--- src/rtl/vga_timing_gen_if.sv ---
`default_nettype none
//------------------------------------------------------------------------------
// vga_timing_gen_if : raster coordinate/sync bundle from the timing generator
// Revision          : 1.0
//------------------------------------------------------------------------------
interface vga_timing_gen_if;
  logic [9:0]  sx;
  logic [9:0]  sy;
  logic        active_pixel;
  logic        hsync;
  logic        vsync;
  logic        line_start;
  logic        frame_start;
  logic [15:0] frame_count;

  modport master (
    output sx, sy, active_pixel, hsync, vsync, line_start, frame_start, frame_count
  );

  modport slave (
    input sx, sy, active_pixel, hsync, vsync, line_start, frame_start, frame_count
  );
endinterface
`default_nettype wire

--- src/rtl/vga_timing_gen.sv ---
`default_nettype none
//------------------------------------------------------------------------------
// vga_timing_gen : 640x480@60 raster timing with registered, coordinate-aligned
//                  qualifiers and syncs
// Revision       : 1.0
//------------------------------------------------------------------------------
module vga_timing_gen #(
  parameter int HA     = 640,
  parameter int HFP    = 16,
  parameter int HSW    = 96,
  parameter int HBP    = 48,
  parameter int VA     = 480,
  parameter int VFP    = 10,
  parameter int VSW    = 2,
  parameter int VBP    = 33,
  parameter bit HS_POL = 1'b0,
  parameter bit VS_POL = 1'b0
) (
  input  logic                    clk_25,
  input  logic                    rst,
  vga_timing_gen_if.master        vga_o
);

  localparam int c_HTOTAL = HA + HFP + HSW + HBP;
  localparam int c_VTOTAL = VA + VFP + VSW + VBP;

  localparam logic [9:0] c_HMAX     = 10'(c_HTOTAL - 1);
  localparam logic [9:0] c_VMAX     = 10'(c_VTOTAL - 1);
  localparam logic [9:0] c_HA       = 10'(HA);
  localparam logic [9:0] c_VA       = 10'(VA);
  localparam logic [9:0] c_HS_START = 10'(HA + HFP);
  localparam logic [9:0] c_HS_END   = 10'(HA + HFP + HSW);
  localparam logic [9:0] c_VS_START = 10'(VA + VFP);
  localparam logic [9:0] c_VS_END   = 10'(VA + VFP + VSW);

  generate
    if ((c_HTOTAL - 1 > 1023) || (c_VTOTAL - 1 > 1023)) begin : g_width_check
      $error("vga_timing_gen: HTOTAL-1 and VTOTAL-1 must fit in 10 bits");
    end
  endgenerate

  logic [9:0]  sx_q, sx_d;
  logic [9:0]  sy_q, sy_d;
  logic        active_q, active_d;
  logic        hsync_q, hsync_d;
  logic        vsync_q, vsync_d;
  logic        line_start_q, line_start_d;
  logic        frame_start_q, frame_start_d;
  logic [15:0] frame_count_q, frame_count_d;

  // Decode from the next-state coordinates so every flop lands aligned with sx/sy.
  always_comb begin
    sx_d = sx_q + 10'd1;
    sy_d = sy_q;
    if (sx_q == c_HMAX) begin
      sx_d = '0;
      sy_d = (sy_q == c_VMAX) ? '0 : sy_q + 10'd1;
    end
    active_d      = (sx_d < c_HA) && (sy_d < c_VA);
    hsync_d       = ((sx_d >= c_HS_START) && (sx_d < c_HS_END)) ? HS_POL : ~HS_POL;
    vsync_d       = ((sy_d >= c_VS_START) && (sy_d < c_VS_END)) ? VS_POL : ~VS_POL;
    line_start_d  = (sx_d == '0);
    frame_start_d = line_start_d && (sy_d == '0);
    frame_count_d = frame_start_d ? frame_count_q + 16'd1 : frame_count_q;
  end

  // Reset parks the raster on the last pixel so the first free edge starts frame 1.
  always_ff @(posedge clk_25) begin
    if (rst) begin
      sx_q          <= c_HMAX;
      sy_q          <= c_VMAX;
      active_q      <= 1'b0;
      hsync_q       <= ~HS_POL;
      vsync_q       <= ~VS_POL;
      line_start_q  <= 1'b0;
      frame_start_q <= 1'b0;
      frame_count_q <= '0;
    end else begin
      sx_q          <= sx_d;
      sy_q          <= sy_d;
      active_q      <= active_d;
      hsync_q       <= hsync_d;
      vsync_q       <= vsync_d;
      line_start_q  <= line_start_d;
      frame_start_q <= frame_start_d;
      frame_count_q <= frame_count_d;
    end
  end

  assign vga_o.sx           = sx_q;
  assign vga_o.sy           = sy_q;
  assign vga_o.active_pixel = active_q;
  assign vga_o.hsync        = hsync_q;
  assign vga_o.vsync        = vsync_q;
  assign vga_o.line_start   = line_start_q;
  assign vga_o.frame_start  = frame_start_q;
  assign vga_o.frame_count  = frame_count_q;

endmodule
`default_nettype wire

--- src/flat_wrapper.sv ---
// flat-port wrapper written by rule: the top's interface ports become plain ports
module vga_timing_gen_flat 
#(
  parameter int HA     = 640,
  parameter int HFP    = 16,
  parameter int HSW    = 96,
  parameter int HBP    = 48,
  parameter int VA     = 480,
  parameter int VFP    = 10,
  parameter int VSW    = 2,
  parameter int VBP    = 33,
  parameter bit HS_POL = 1'b0,
  parameter bit VS_POL = 1'b0
)
  (clk_25, rst, vga_o_sx, vga_o_sy, vga_o_active_pixel, vga_o_hsync, vga_o_vsync, vga_o_line_start, vga_o_frame_start, vga_o_frame_count);
  vga_timing_gen_if vga_o_i ();
  input  logic clk_25;
  input  logic rst;
  output wire logic [$bits(vga_o_i.sx)-1:0] vga_o_sx;
  output wire logic [$bits(vga_o_i.sy)-1:0] vga_o_sy;
  output wire logic [$bits(vga_o_i.active_pixel)-1:0] vga_o_active_pixel;
  output wire logic [$bits(vga_o_i.hsync)-1:0] vga_o_hsync;
  output wire logic [$bits(vga_o_i.vsync)-1:0] vga_o_vsync;
  output wire logic [$bits(vga_o_i.line_start)-1:0] vga_o_line_start;
  output wire logic [$bits(vga_o_i.frame_start)-1:0] vga_o_frame_start;
  output wire logic [$bits(vga_o_i.frame_count)-1:0] vga_o_frame_count;
  assign vga_o_sx = vga_o_i.sx;
  assign vga_o_sy = vga_o_i.sy;
  assign vga_o_active_pixel = vga_o_i.active_pixel;
  assign vga_o_hsync = vga_o_i.hsync;
  assign vga_o_vsync = vga_o_i.vsync;
  assign vga_o_line_start = vga_o_i.line_start;
  assign vga_o_frame_start = vga_o_i.frame_start;
  assign vga_o_frame_count = vga_o_i.frame_count;
  vga_timing_gen #(.HA(HA), .HFP(HFP), .HSW(HSW), .HBP(HBP), .VA(VA), .VFP(VFP), .VSW(VSW), .VBP(VBP), .HS_POL(HS_POL), .VS_POL(VS_POL)) u_core (.clk_25(clk_25), .rst(rst), .vga_o(vga_o_i));
endmodule
--- config.mk ---
export PLATFORM = sky130hd
export DESIGN_NAME = vga_timing_gen_flat
export DESIGN_NICKNAME = d
export VERILOG_FILES = /design/src/rtl/vga_timing_gen_if.sv /design/src/rtl/vga_timing_gen.sv /design/src/flat_wrapper.sv
export SDC_FILE = /design/constraint.sdc
export NUM_CORES = 1
export LEC_CHECK = 0
export CORE_AREA = 2 2 68 70
export CTS_CLUSTER_SIZE = 8
export DETAILED_ROUTE_END_ITERATION = 16
export DIE_AREA = 0 0 70 72
export GPL_ROUTABILITY_DRIVEN = 1
export PLACE_DENSITY = 0.8
export SETUP_SLACK_MARGIN = 0.5
export SLEW_MARGIN = 25
export SYNTH_ARGS = -nofsm -noshare
export SYNTH_HDL_FRONTEND = slang
export SYNTH_SLANG_ARGS = --single-unit
--- constraint.sdc ---
create_clock -name clk_25 -period 5.3 [get_ports clk_25]
set_input_delay 1.06 -clock clk_25 [delete_from_list [all_inputs] [get_ports clk_25]]
set_output_delay 1.06 -clock clk_25 [all_outputs]
set_load 0.05 [all_outputs]
After elaboration in Yosys (flattened, before gate mapping)
Cells that the tools add are included.
Storage, ports and cells
  flip-flop bits (word level): 41
  input bits: 2
  output and inout port bits: 41
  logic and storage cells: 30
Operators by class
  add/subtract/negate cells: 3
  magnitude comparators: 6
  eq/ne operators: 2
  mux-type cells: 5
  reduce and logical (&&, ||, !) cells: 6
Operators with widths (number)
  10-bit two-way mux: 3
  10-bit by 1-bit adder with 10-bit output, second input constant: 2
  10-bit == test, second input constant: 2
  10-bit zero test: 2
  10-bit less-than comparator, second input constant: 2
  10-bit by 9-bit less-than comparator with 1-bit output, second input constant: 2
  16-bit by 1-bit adder with 16-bit output, second input constant: 1
  10-bit >= comparator, second input constant: 1
  10-bit by 9-bit >= comparator with 1-bit output, second input constant: 1
  1-bit logical AND: 4
  1-bit two-way mux: 2

Depth between registers and ports, before layout
Gate-level depths: netlist (run 1).
  depth in word-level cells: 6
  gate-level depth with buffers: 12
  mapped depth without buffers: 9

Worst setup path before layout (run 1)
Ideal clock, no wire load.
  path kind: register to register
  start point: register u_core.sx_q[6], in the netlist u_core.vga_o.sx[6]
  end point: register u_core.frame_count_q[15], in the netlist u_core.vga_o.frame_count[15]
  setup time: 70 ps
  data arrival time: 3100 ps
  slack: 2130 ps
  stages on the path, launching flop included: 10
  path buffers: 2
  clock period less this slack: 3170 ps
  path through: dfxtp_1 clkbuf_1 nand2_1 nor3b_1 mux2_2 a22oi_1 nand4_1 buf_2 or4_1 a21oi_1
On the way
  cells in the longest elaborated chain, start to end: 4
  elaborated cells on any way between the ends: 7
  classes of those cells: add/sub: 1; eq/ne: 1; mux: 2; reduce/logical: 3
RTL lines
  start, declared: RTL line vga_timing_gen.sv:42  | logic [9:0] sx_q, sx_d;
  start signal, assigned: RTL line vga_timing_gen.sv:70  | sx_q <= c_HMAX;
  10-bit by 1-bit adder with 10-bit output / 10-bit == test (equally long branches): RTL line vga_timing_gen.sv:53, vga_timing_gen.sv:55
  10-bit two-way mux: RTL line vga_timing_gen.sv:55  | if (sx_q == c_HMAX) begin
  10-bit zero test (on tied branches): RTL line vga_timing_gen.sv:62, vga_timing_gen.sv:63
  1-bit logical AND (*): RTL line vga_timing_gen.sv:63  | frame_start_d = line_start_d && (sy_d == '0);
  end signal, assigned: RTL line vga_timing_gen.sv:86  | frame_count_q <= frame_count_d;
  end, declared: RTL line vga_timing_gen.sv:49  | logic [15:0] frame_count_q, frame_count_d;
Mark *: on every way between the ends. The rest lies on a longest branch, timed or not.
A chain may end at the register's enable or synchronous reset.

Final worst setup path (run 1)
  start point: register u_core.sx_q[0], in the netlist u_core.vga_o.sx[0]
  end point: register u_core.frame_count_q[5], in the netlist u_core.vga_o.frame_count[5]
The elaborated chain is that of the path after synthesis.

==> results of run 1 <==
cell usage in the layout (no fill, tap or decap), types with 4 or more instances in the layout:
master	instances
xor2_1	5
xnor2_1	6
o21ai_0	11
and3_1	8
or4_1	14
nor3_1	17
ha_1	5
nor2_1	21
o31ai_1	15
nand3_1	16
nand2_1	15
dfxtp_1	41
nand4_1	9
clkbuf_8	6
inv_1	5
a211oi_1	4
a21oi_1	22
a31oi_1	4
clkdlybuf4s50_1	42
sequential cells by signal (all words and copies together) (netlist names):
| register | cells |
|---|---|
| u_core.vga_o.frame_count | 16 |
| u_core.vga_o.sx | 10 |
| u_core.vga_o.sy | 10 |
| u_core.vga_o.active_pixel | 1 |
| u_core.vga_o.frame_start | 1 |
| u_core.vga_o.hsync | 1 |
| u_core.vga_o.line_start | 1 |
| u_core.vga_o.vsync | 1 |
report_power, final:
part / total, mW / switching [mW] / internal [mW] / leakage, nW
sequential: 0.430 / 0.0834 / 0.346 / 0.333
clock: 0.208 / 0.104 / 0.103 / 0.0443
combinational: 0.546 / 0.353 / 0.193 / 0.523
total: 1.18 / 0.541 / 0.643 / 0.901
final cells by class:
cell class / count / area share (%)
multi-input combinational: 213 / 49.1
sequential: 41 / 29.3
timing repair buffer: 44 / 15.5
clock buffer: 7 / 3.08
tap: 52 / 2.32
inverter: 5 / 0.669
critical path: stages (launching register included):
cell and delay, ps:
dfxtp_1 410, ha_1 270, and4_1 320, and3_1 560, o21ai_2 190, a2111oi_4 430
o2111ai_4 430, or4_1 610, a21oi_1 150
per-layer routing:
| layer | vias to the layer above | track usage (%) | part of all wire, % |
|---|---|---|---|
| met3 | 4 | 3.75 | 4.7 |
| met5 | - | 0 | 0 |
| met1 | 1066 | 29.9 | 46 |
| met2 | 58 | 36.0 | 48 |
| li1 | 1114 | - | - |
| met4 | 0 | 7.05 | 0.62 |
through the flow:
stage / total power, mW / worst slack, ps / cells / hold slack [ps]
finish: 1.18 / 1850 / 362 / 492
global route: 1.25 / 1550 / 362 / 532
CTS: 1.18 / 1620 / 362 / 499
detailed placement: 0.966 / 1680 / 355 / 486
global placement: 0.959 / 1780 / 355 / 472
floorplan: 0.840 / 2130 / 283 / 704
worst min path at each step:
stage / start / endpoint / slack (ps) / cells after the start
final: u_core.vga_o.frame_count[6] / u_core.vga_o.frame_count[6] / 490 / 2
after global routing: u_core.vga_o.frame_count[11] / u_core.vga_o.frame_count[11] / 530 / 2
after CTS: u_core.vga_o.frame_count[11] / u_core.vga_o.frame_count[11] / 500 / 2
after detailed placement: u_core.vga_o.frame_count[11] / u_core.vga_o.frame_count[11] / 490 / 2
after global placement: u_core.vga_o.frame_count[15] / u_core.vga_o.frame_count[15] / 470 / 2
after floorplan: u_core.vga_o.frame_count[15] / u_core.vga_o.frame_count[15] / 700 / 2
cells by family after synthesis:
family | count (synthesis) | synth area share, %
buffers and inverters | 29 | 5.46
and+or+nand+nor | 121 | 29.3
adders and majority gates | 5 | 2.70
AOI/OAI and AO/OA | 75 | 22.4
xor gates and xnor gates | 11 | 4.16
DFF | 41 | 35.5
muxes | 1 | 0.487
==> out/qor.csv, run 1 <==
metric;value;unit
status;completed;
Worst Setup EP;u_core.vga_o.frame_count[5];
Pwr Density;422;nW/um^2
post-CTS sizing;0;
worst reg-to-reg path cell count;8;
Tcrit/Tclk final;65.0;%
CP Class;flip-flop to flip-flop;
worst slew pin tran;743;ps
TritonCTS clock tree;built;
TritonRoute pass-1 iters;5;
layout cell share with drive strength beyond 1;6.13;%
post-synthesis async set-or-reset flop share;0;%
Storage cell area;821;um^2
hold crit path type;flip-flop to flip-flop;
share of the synthesized area in the top cell type;35.5;%
Worst Path Arrival;3670;ps
Critical Path Source Type;flip-flop;
cell with the most instances after synthesis;dfxtp_1;
Starting DRT DRC Count;187;
vias in the first global route;1945;
num ports;43;
largest net degree at the start of global routing;39;
Routed WL per cell;15.2;um
R2R Setup Slk;1850;ps
top_reg_cell synth;dfxtp_1;
Cells after Synth;283;
H-Tree Depth;2;
setup violators final;0;
via count;2242;
placer congestion estimate;0.924;
Area growth syn-to-layout;21.2;%
placement row count;24;
DRC viols;0;
setup TNS;0;ps
Final Hold Viols;0;
clock insertion delay at the later pin of the skew report;290;ps
Placed Area;2710;um^2
Ys Warns;0;
Die Y;72;um
Max Buffers Root-to-Sink;2;
DR vias/cell;6.19;
data required time of the worst path;5520;ps
Initial Util;54.3;%
total congestion overflow;0;
n_diodes;0;
FILL cells;372;
RSZ-0062 raised after global routing;no;
chip width;70;um
Synthesized Nets;290;
Synth top cells by count;dfxtp_1, a21oi_1, nor2_1;
Seq cells post-synth;41;
Post-synth EDFFs;0;
HPWL after DPL;3610;um
clock slew at reported path FFs;70;ps
Avg Cell Area, Syn;8.17;um^2
die area;5040;um^2
Num CTS Buffers;5;
Netlist cell types;51;
footprint of the multi-input gates;1380;um^2
Post-CTS Setup Inserts;0;
crit path launch;u_core.vga_o.sx[0];
input/output buffers;42;
hold_buf cts;0;
Rel. slew slack;50.5;%
CP Max Fanout;33;
initial antenna violation count;0;
top cells by area, synth;dfxtp_1, o31ai_1, a21oi_1, or4_1, nor3_1;
clock root cell;clkbuf_8;
fin util;65.8;%
leading area contributor after synthesis;dfxtp_1;
CP Capture Type;flip-flop;
final WL;5520;um
Finished Cell Area;2800;um^2
Reg-to-Reg Start;u_core.vga_o.sx[0];
max-slew violations;0;
nets;317;
global-route wire length before repair;9100;um
core area;4260;um^2
end of the worst register-to-register path;u_core.vga_o.frame_count[5];
# Max-Cap Violations;0;
Leak;0.901;nW
Peak VDD IR;0.181;mV
antenna viol nets, final;0;
Seq/Total Area, Yosys;35.5;%
Layout Skew;8.04;ps
Synth Cell Area;2310;um^2
Clock Sinks;41;
minimum clock period;3450;ps
GR Util All Layers;22.0;%
Fmax;0.290;GHz
Note: power is estimated with default switching activity, not from simulation.
==> run 2, diff against run 1 <==
CORE_AREA = 2 2 70 72   (was 2 2 68 70)
DIE_AREA = 0 0 72 74   (was 0 0 70 72)
PLACE_DENSITY = 0.76   (was 0.8)
clock period = 3.6 ns   (was 5.3 ns; I/O delays follow)
==> out/qor.csv, run 2 (synthesis gave the netlist of run 1 again) <==
metric;value;unit;change
Finished Layout Cells;370;;+2.2%
DRC viols;0;;unchanged
via count;2306;;+2.9%
crit path launch;u_core.vga_o.sx[2];;
nets;322;;+1.6%
max-slew violations;0;;unchanged
Clock power frac;18.6;%;+1.0 points
Clock Sinks;41;;unchanged
Critical Path Source Type;flip-flop;;
Worst Path Arrival;3170;ps;-500 ps
Switching Share;44.7;%;-0.97 points
Area growth syn-to-layout;23.8;%;
commonest non-fill, non-tap cell in the layout;clkdlybuf4s50_1;;
Layout Skew;7.12;ps;-0.921 ps
initial antenna violation count;0;;unchanged
internal power;1.01;mW;+57%
global-route wire length before repair;9110;um;+0.14%
layout cell share with drive strength beyond 1;10.4;%;+4.3 points
Routed WL per cell;15.1;um;-0.97%
Tcrit/Tclk final;81.8;%;+17 points
clock slew at reported path FFs;80;ps;about the same
Max Buffers Root-to-Sink;2;;unchanged
clock root cell;clkbuf_8;;
CP Class;flip-flop to flip-flop;;
FILL cells;394;;+5.9%
n_diodes;0;;unchanged
commonest non-fill, non-tap cells in the layout;clkdlybuf4s50_1, dfxtp_1, a21oi_1;;
largest net degree at the start of global routing;35;;-10%
H-Tree Depth;2;;unchanged
CP Max Fanout;34;;+3.0%
setup TNS;0;ps;unchanged
minimum clock period;2940;ps;-503 ps
data required time of the worst path;3830;ps;-1690 ps
CP Capture Type;flip-flop;;
Post-CTS Setup Inserts;0;;unchanged
status;completed;;
Fmax;0.340;GHz;+17%
clock insertion delay at the later pin of the skew report;300;ps;about the same
Initial Util;50.3;%;-3.9 points
hold slack;489;ps;-3.56 ps
P_sw;0.817;mW;+51%
Comb power frac;47.0;%;+0.9 points
die area;5330;um^2;+5.7%
Starting DRT DRC Count;209;;+12%
Num CTS Buffers;5;;unchanged
Worst Setup EP;u_core.vga_o.frame_count[5];;
Rel. slew slack;63.7;%;+13 points
Pwr Density;638;nW/um^2;+51%
HPWL after DPL;3660;um;+1.6%
hold_buf cts;0;;unchanged
Finished Cell Area;2860;um^2;+2.1%
worst reg-to-reg path cell count;8;;unchanged
DR vias/cell;6.23;;+0.63%
end of the worst register-to-register path;u_core.vga_o.frame_count[5];;
fin util;62.3;%;-3.5 points
dpl ws;435;ps;-1240 ps
# Max-Cap Violations;0;;unchanged
core area;4600;um^2;+7.8%
placement row count;25;;+4.2%
antenna viol nets, final;0;;unchanged
Final Worst Setup Slack;656;ps;-1200 ps
R2R Setup Slk;660;ps;-1200 ps
Leak;0.933;nW;+3.6%
input/output buffers;42;;unchanged
post-CTS sizing;1;;+1
number of flip-flops in the largest register;16;;unchanged
TritonCTS clock tree;built;;
Reg-to-Reg Start;u_core.vga_o.sx[2];;
hold crit path type;flip-flop to flip-flop;;
GR Util All Layers;21.3;%;-0.71 points
TritonRoute pass-1 iters;4;;-1
RSZ-0062 raised after global routing;no;;
Peak VDD IR;0.236;mV;+30%
Sequential Power Share;34.4;%;-1.9 points
num ports;43;;unchanged
total congestion overflow;0;;unchanged
Die Y;74;um;+2.8%
Inst Count DP;362;;+2.0%
placer congestion estimate;0.915;;-1.1%
worst slew pin tran;537;ps;-206 ps
Final Hold Viols;0;;unchanged
setup violators final;0;;unchanged
Pwr Total;1.83;mW;+54%
chip width;72;um;+2.9%
Placed Area;2750;um^2;+1.7%
vias in the first global route;1954;;+0.46%
final WL;5580;um;+1.2%
## run 2: routing by layer
metal  vias up  global-route usage (%)  wire length (um)  part of all wire, %
met1      1086                    27.4              2450                   44
met2        80                    35.0              2710                   48
li1       1128                       -                 -                    -
met4         0                    8.60               107                  1.9
met5         -                       0                 0                    0
met3        12                    4.74               321                  5.7
## run 2: layout make-up
class | count | area (um^2) | area share [%]
clock buffers | 7 | 96.3 | 3.36
clock inverters | 1 | 5.00 | 0.175
inverters | 5 | 18.8 | 0.655
multi-input cells | 213 | 1380 | 48.1
flip-flops and latches | 41 | 826 | 28.8
well taps | 54 | 67.6 | 2.36
repair buffers | 49 | 473 | 16.5
## run 2: worst min path at each step
stage,endpoint,cells past startpoint,slack (ps),from
2_1_floorplan,u_core.vga_o.sx[0],1,590,u_core.vga_o.sx[0]
3_3_place_gp,u_core.vga_o.frame_count[15],2,470,u_core.vga_o.frame_count[15]
3_5_place_dp,u_core.vga_o.frame_count[15],2,480,u_core.vga_o.frame_count[15]
4_1_cts,u_core.vga_o.frame_count[15],2,490,u_core.vga_o.frame_count[15]
5_1_grt,u_core.vga_o.sx[0],1,520,u_core.vga_o.sx[0]
6_report,u_core.vga_o.frame_count[15],2,490,u_core.vga_o.frame_count[15]
## run 2: worst max-delay path, cell delays in order, from the launching register on
cell	delay [ps]
dfxtp_2	400
and3_1	260
nor3b_2	350
mux2_2	390
a22oi_1	360
nand4_1	170
buf_4	260
or4_1	520
a21oi_1	160
## run 2: power by group through the flow
stage                     logic [mW]  clock network, mW  registers (mW)
final                          0.859              0.339           0.629
after global routing           0.928              0.361           0.642
after CTS                      0.847              0.343           0.626
after detailed placement       0.835                  0           0.635
after global placement         0.832                  0           0.633
after floorplan                0.470                  0           0.770
==> run 3, diff against run 2 <==
CORE_AREA = 2 2 74 76   (was 2 2 70 72)
DIE_AREA = 0 0 76 78   (was 0 0 72 74)
PLACE_DENSITY = 0.71   (was 0.76)
clock period = 2.5 ns   (was 3.6 ns; I/O delays follow)
==> out/qor.csv, run 3 (synthesis gave the netlist of run 1 again) <==
metric;value;unit;change
CP Capture Type;flip-flop;;
global-route wire length before repair;10400;um;+14%
clock insertion delay at the later pin of the skew report;290;ps;about the same
failing checks;setup timing;;
Finished Cell Area;3520;um^2;+23%
nets;360;;+12%
worst path bufs/invs;3;;+2
Layout Skew;3.47;ps;-3.65 ps
commonest non-fill, non-tap cells in the layout;buf_4, dlygate4sd2_1, dfxtp_1;;
Initial Util;45.9;%;-4.4 points
# Max-Cap Violations;0;;unchanged
antenna viol nets, final;0;;unchanged
Pwr Density;866;nW/um^2;+36%
H-Tree Depth;2;;unchanged
TritonCTS clock tree;built;;
DR vias/cell;5.82;;-6.6%
hold crit path type;flip-flop to flip-flop;;
number of flip-flops in the largest register;16;;unchanged
setup violators final;14;;+14
Starting DRT DRC Count;183;;-12%
Switching Share;42.5;%;-2.2 points
GR Util All Layers;21.4;%;+0.16 points
status;complete, but fails checks;;
P_sw;1.30;mW;+59%
max-slew violations;0;;unchanged
Largest delay share family, worst path;simple AND/OR/NAND/NOR gates;;
n_diodes;0;;unchanged
num ports;43;;unchanged
slowest CP cell;or4_4;;
total congestion overflow;0;;unchanged
CP Class;flip-flop to flip-flop;;
CP cell instances;ha_4 > buf_6 > nand4_1 > nor3_2 > o21ai_1 > a22oi_2 > nand4_1 > buf_6 > buf_12 > or4_4 > a21oi_2;;
Finished Layout Cells;424;;+15%
RSZ-0062 raised after global routing;yes;;
DRC viols;0;;unchanged
CP Max Fanout;9;;-74%
Leak;1.47;nW;+58%
Die Y;78;um;+5.4%
layout cell share with drive strength beyond 1;34.2;%;+24 points
Max Buffers Root-to-Sink;2;;unchanged
placement row count;26;;+4.0%
Routed WL per cell;15.8;um;+4.5%
initial antenna violation count;0;;unchanged
clock root cell;clkbuf_8;;
Final Hold Viols;0;;unchanged
Comb power frac;52.5;%;+5.5 points
Peak VDD IR;0.425;mV;+80%
Sequential Power Share;29.1;%;-5.3 points
largest net degree at the start of global routing;35;;unchanged
final WL;6680;um;+20%
Num CTS Buffers;5;;unchanged
crit-path max cell delay;510;ps;about the same
HPWL after DPL;4140;um;+13%
via count;2469;;+7.1%
Area growth syn-to-layout;52.1;%;
minimum clock period;2570;ps;-374 ps
Pwr Total;3.05;mW;+67%
Critical Path Source Type;flip-flop;;
commonest non-fill, non-tap cell in the layout;buf_4;;
internal power;1.75;mW;+73%
chip width;76;um;+5.6%
clock slew at reported path FFs;80;ps;about the same
Tcrit/Tclk final;103;%;+21 points
Placed Area;3050;um^2;+11%
TritonRoute pass-1 iters;4;;unchanged
data required time of the worst path;2730;ps;-1100 ps
setup TNS;-631;ps;-631 ps
Inst Count DP;401;;+11%
placer congestion estimate;0.828;;-9.4%
R2R Setup Slk;-70;ps;-730 ps
input/output buffers;42;;unchanged
Rel. slew slack;66.3;%;+2.5 points
dpl ws;7.42;ps;-428 ps
worst slew pin tran;508;ps;-29.2 ps
Final Worst Setup Slack;-70.5;ps;-726 ps
Worst Path Arrival;2800;ps;-370 ps
core area;5040;um^2;+9.7%
Clock power frac;18.4;%;-0.2 points
Fmax;0.389;GHz;+15%
die area;5930;um^2;+11%
Clock Sinks;41;;unchanged
vias in the first global route;2252;;+15%
run 3: cell types whose count changed in the layout (fill, tap and decap cells not counted), moves of 5 or more:
cell	before	now
nor3_1	17	11
nor3_2	0	5
dlygate4sd2_1	0	29
clkdlybuf4s50_1	42	6
a21oi_2	0	6
dfxtp_4	0	9
buf_4	7	36
dfxtp_1	37	22
a21oi_1	22	16
or4_4	0	9
dfxtp_2	4	10
or4_1	14	5
dlymetal6s2s_1	0	7
run 3: metal layers:
metal	global-route usage (%)	wire [um]
met2	36.7	3400
met1	25.9	2870
met4	9.45	124
met3	4.65	291
met5	0	0
run 3: worst min-delay path, stage by stage (launching register included):
cell and delay (ps):
dfxtp_1 330, o31ai_1 70, a21oi_1 60
run 3: final timing paths:
check | startpoint | endpoint | depth (start not counted)
max reg2reg | u_core.vga_o.sx[0] | u_core.vga_o.frame_count[7] | 11
max | u_core.vga_o.sx[0] | u_core.vga_o.frame_count[7] | 11
min | u_core.vga_o.frame_count[4] | u_core.vga_o.frame_count[4] | 2
min reg2reg | u_core.vga_o.frame_count[4] | u_core.vga_o.frame_count[4] | 2
run 3: timing repair:
item / 4_1_cts / 5_1_grt
setup endpoints to repair: 50 / 28
gates cloned: 2 / 2
gates resized for setup: 42 / 42
buffers inserted: 4 / 7
hold buffers: 0 / 0
pin swaps: 1 / 17
run 3: power groups by stage:
stage | clock [mW] | sequential [mW] | combinational [mW]
floorplan | 0 | 1.14 | 0.762
global placement | 0 | 0.902 | 1.43
detailed placement | 0 | 0.901 | 1.44
CTS | 0.571 | 0.886 | 1.51
global route | 0.604 | 0.903 | 1.71
finish | 0.561 | 0.887 | 1.60
run 3: cell type report:
cell class / count / area [um^2]
multi-input combinational: 213 / 1580
fill: 400 / 1520
sequential: 41 / 867
timing repair buffer: 87 / 851
tap: 70 / 87.6
clock buffer: 7 / 86.3
clock inverter: 1 / 30.0
inverter: 5 / 18.8
run 3: through the flow:
| step | util [%] | hold slack, ps |
|---|---|---|
| CTS | 64.7 | 493 |
| global route | 69.8 | 525 |
| floorplan | - | 566 |
| detailed placement | 60.6 | 482 |
| global placement | 60.6 | 474 |
| finish | 69.8 | 501 |
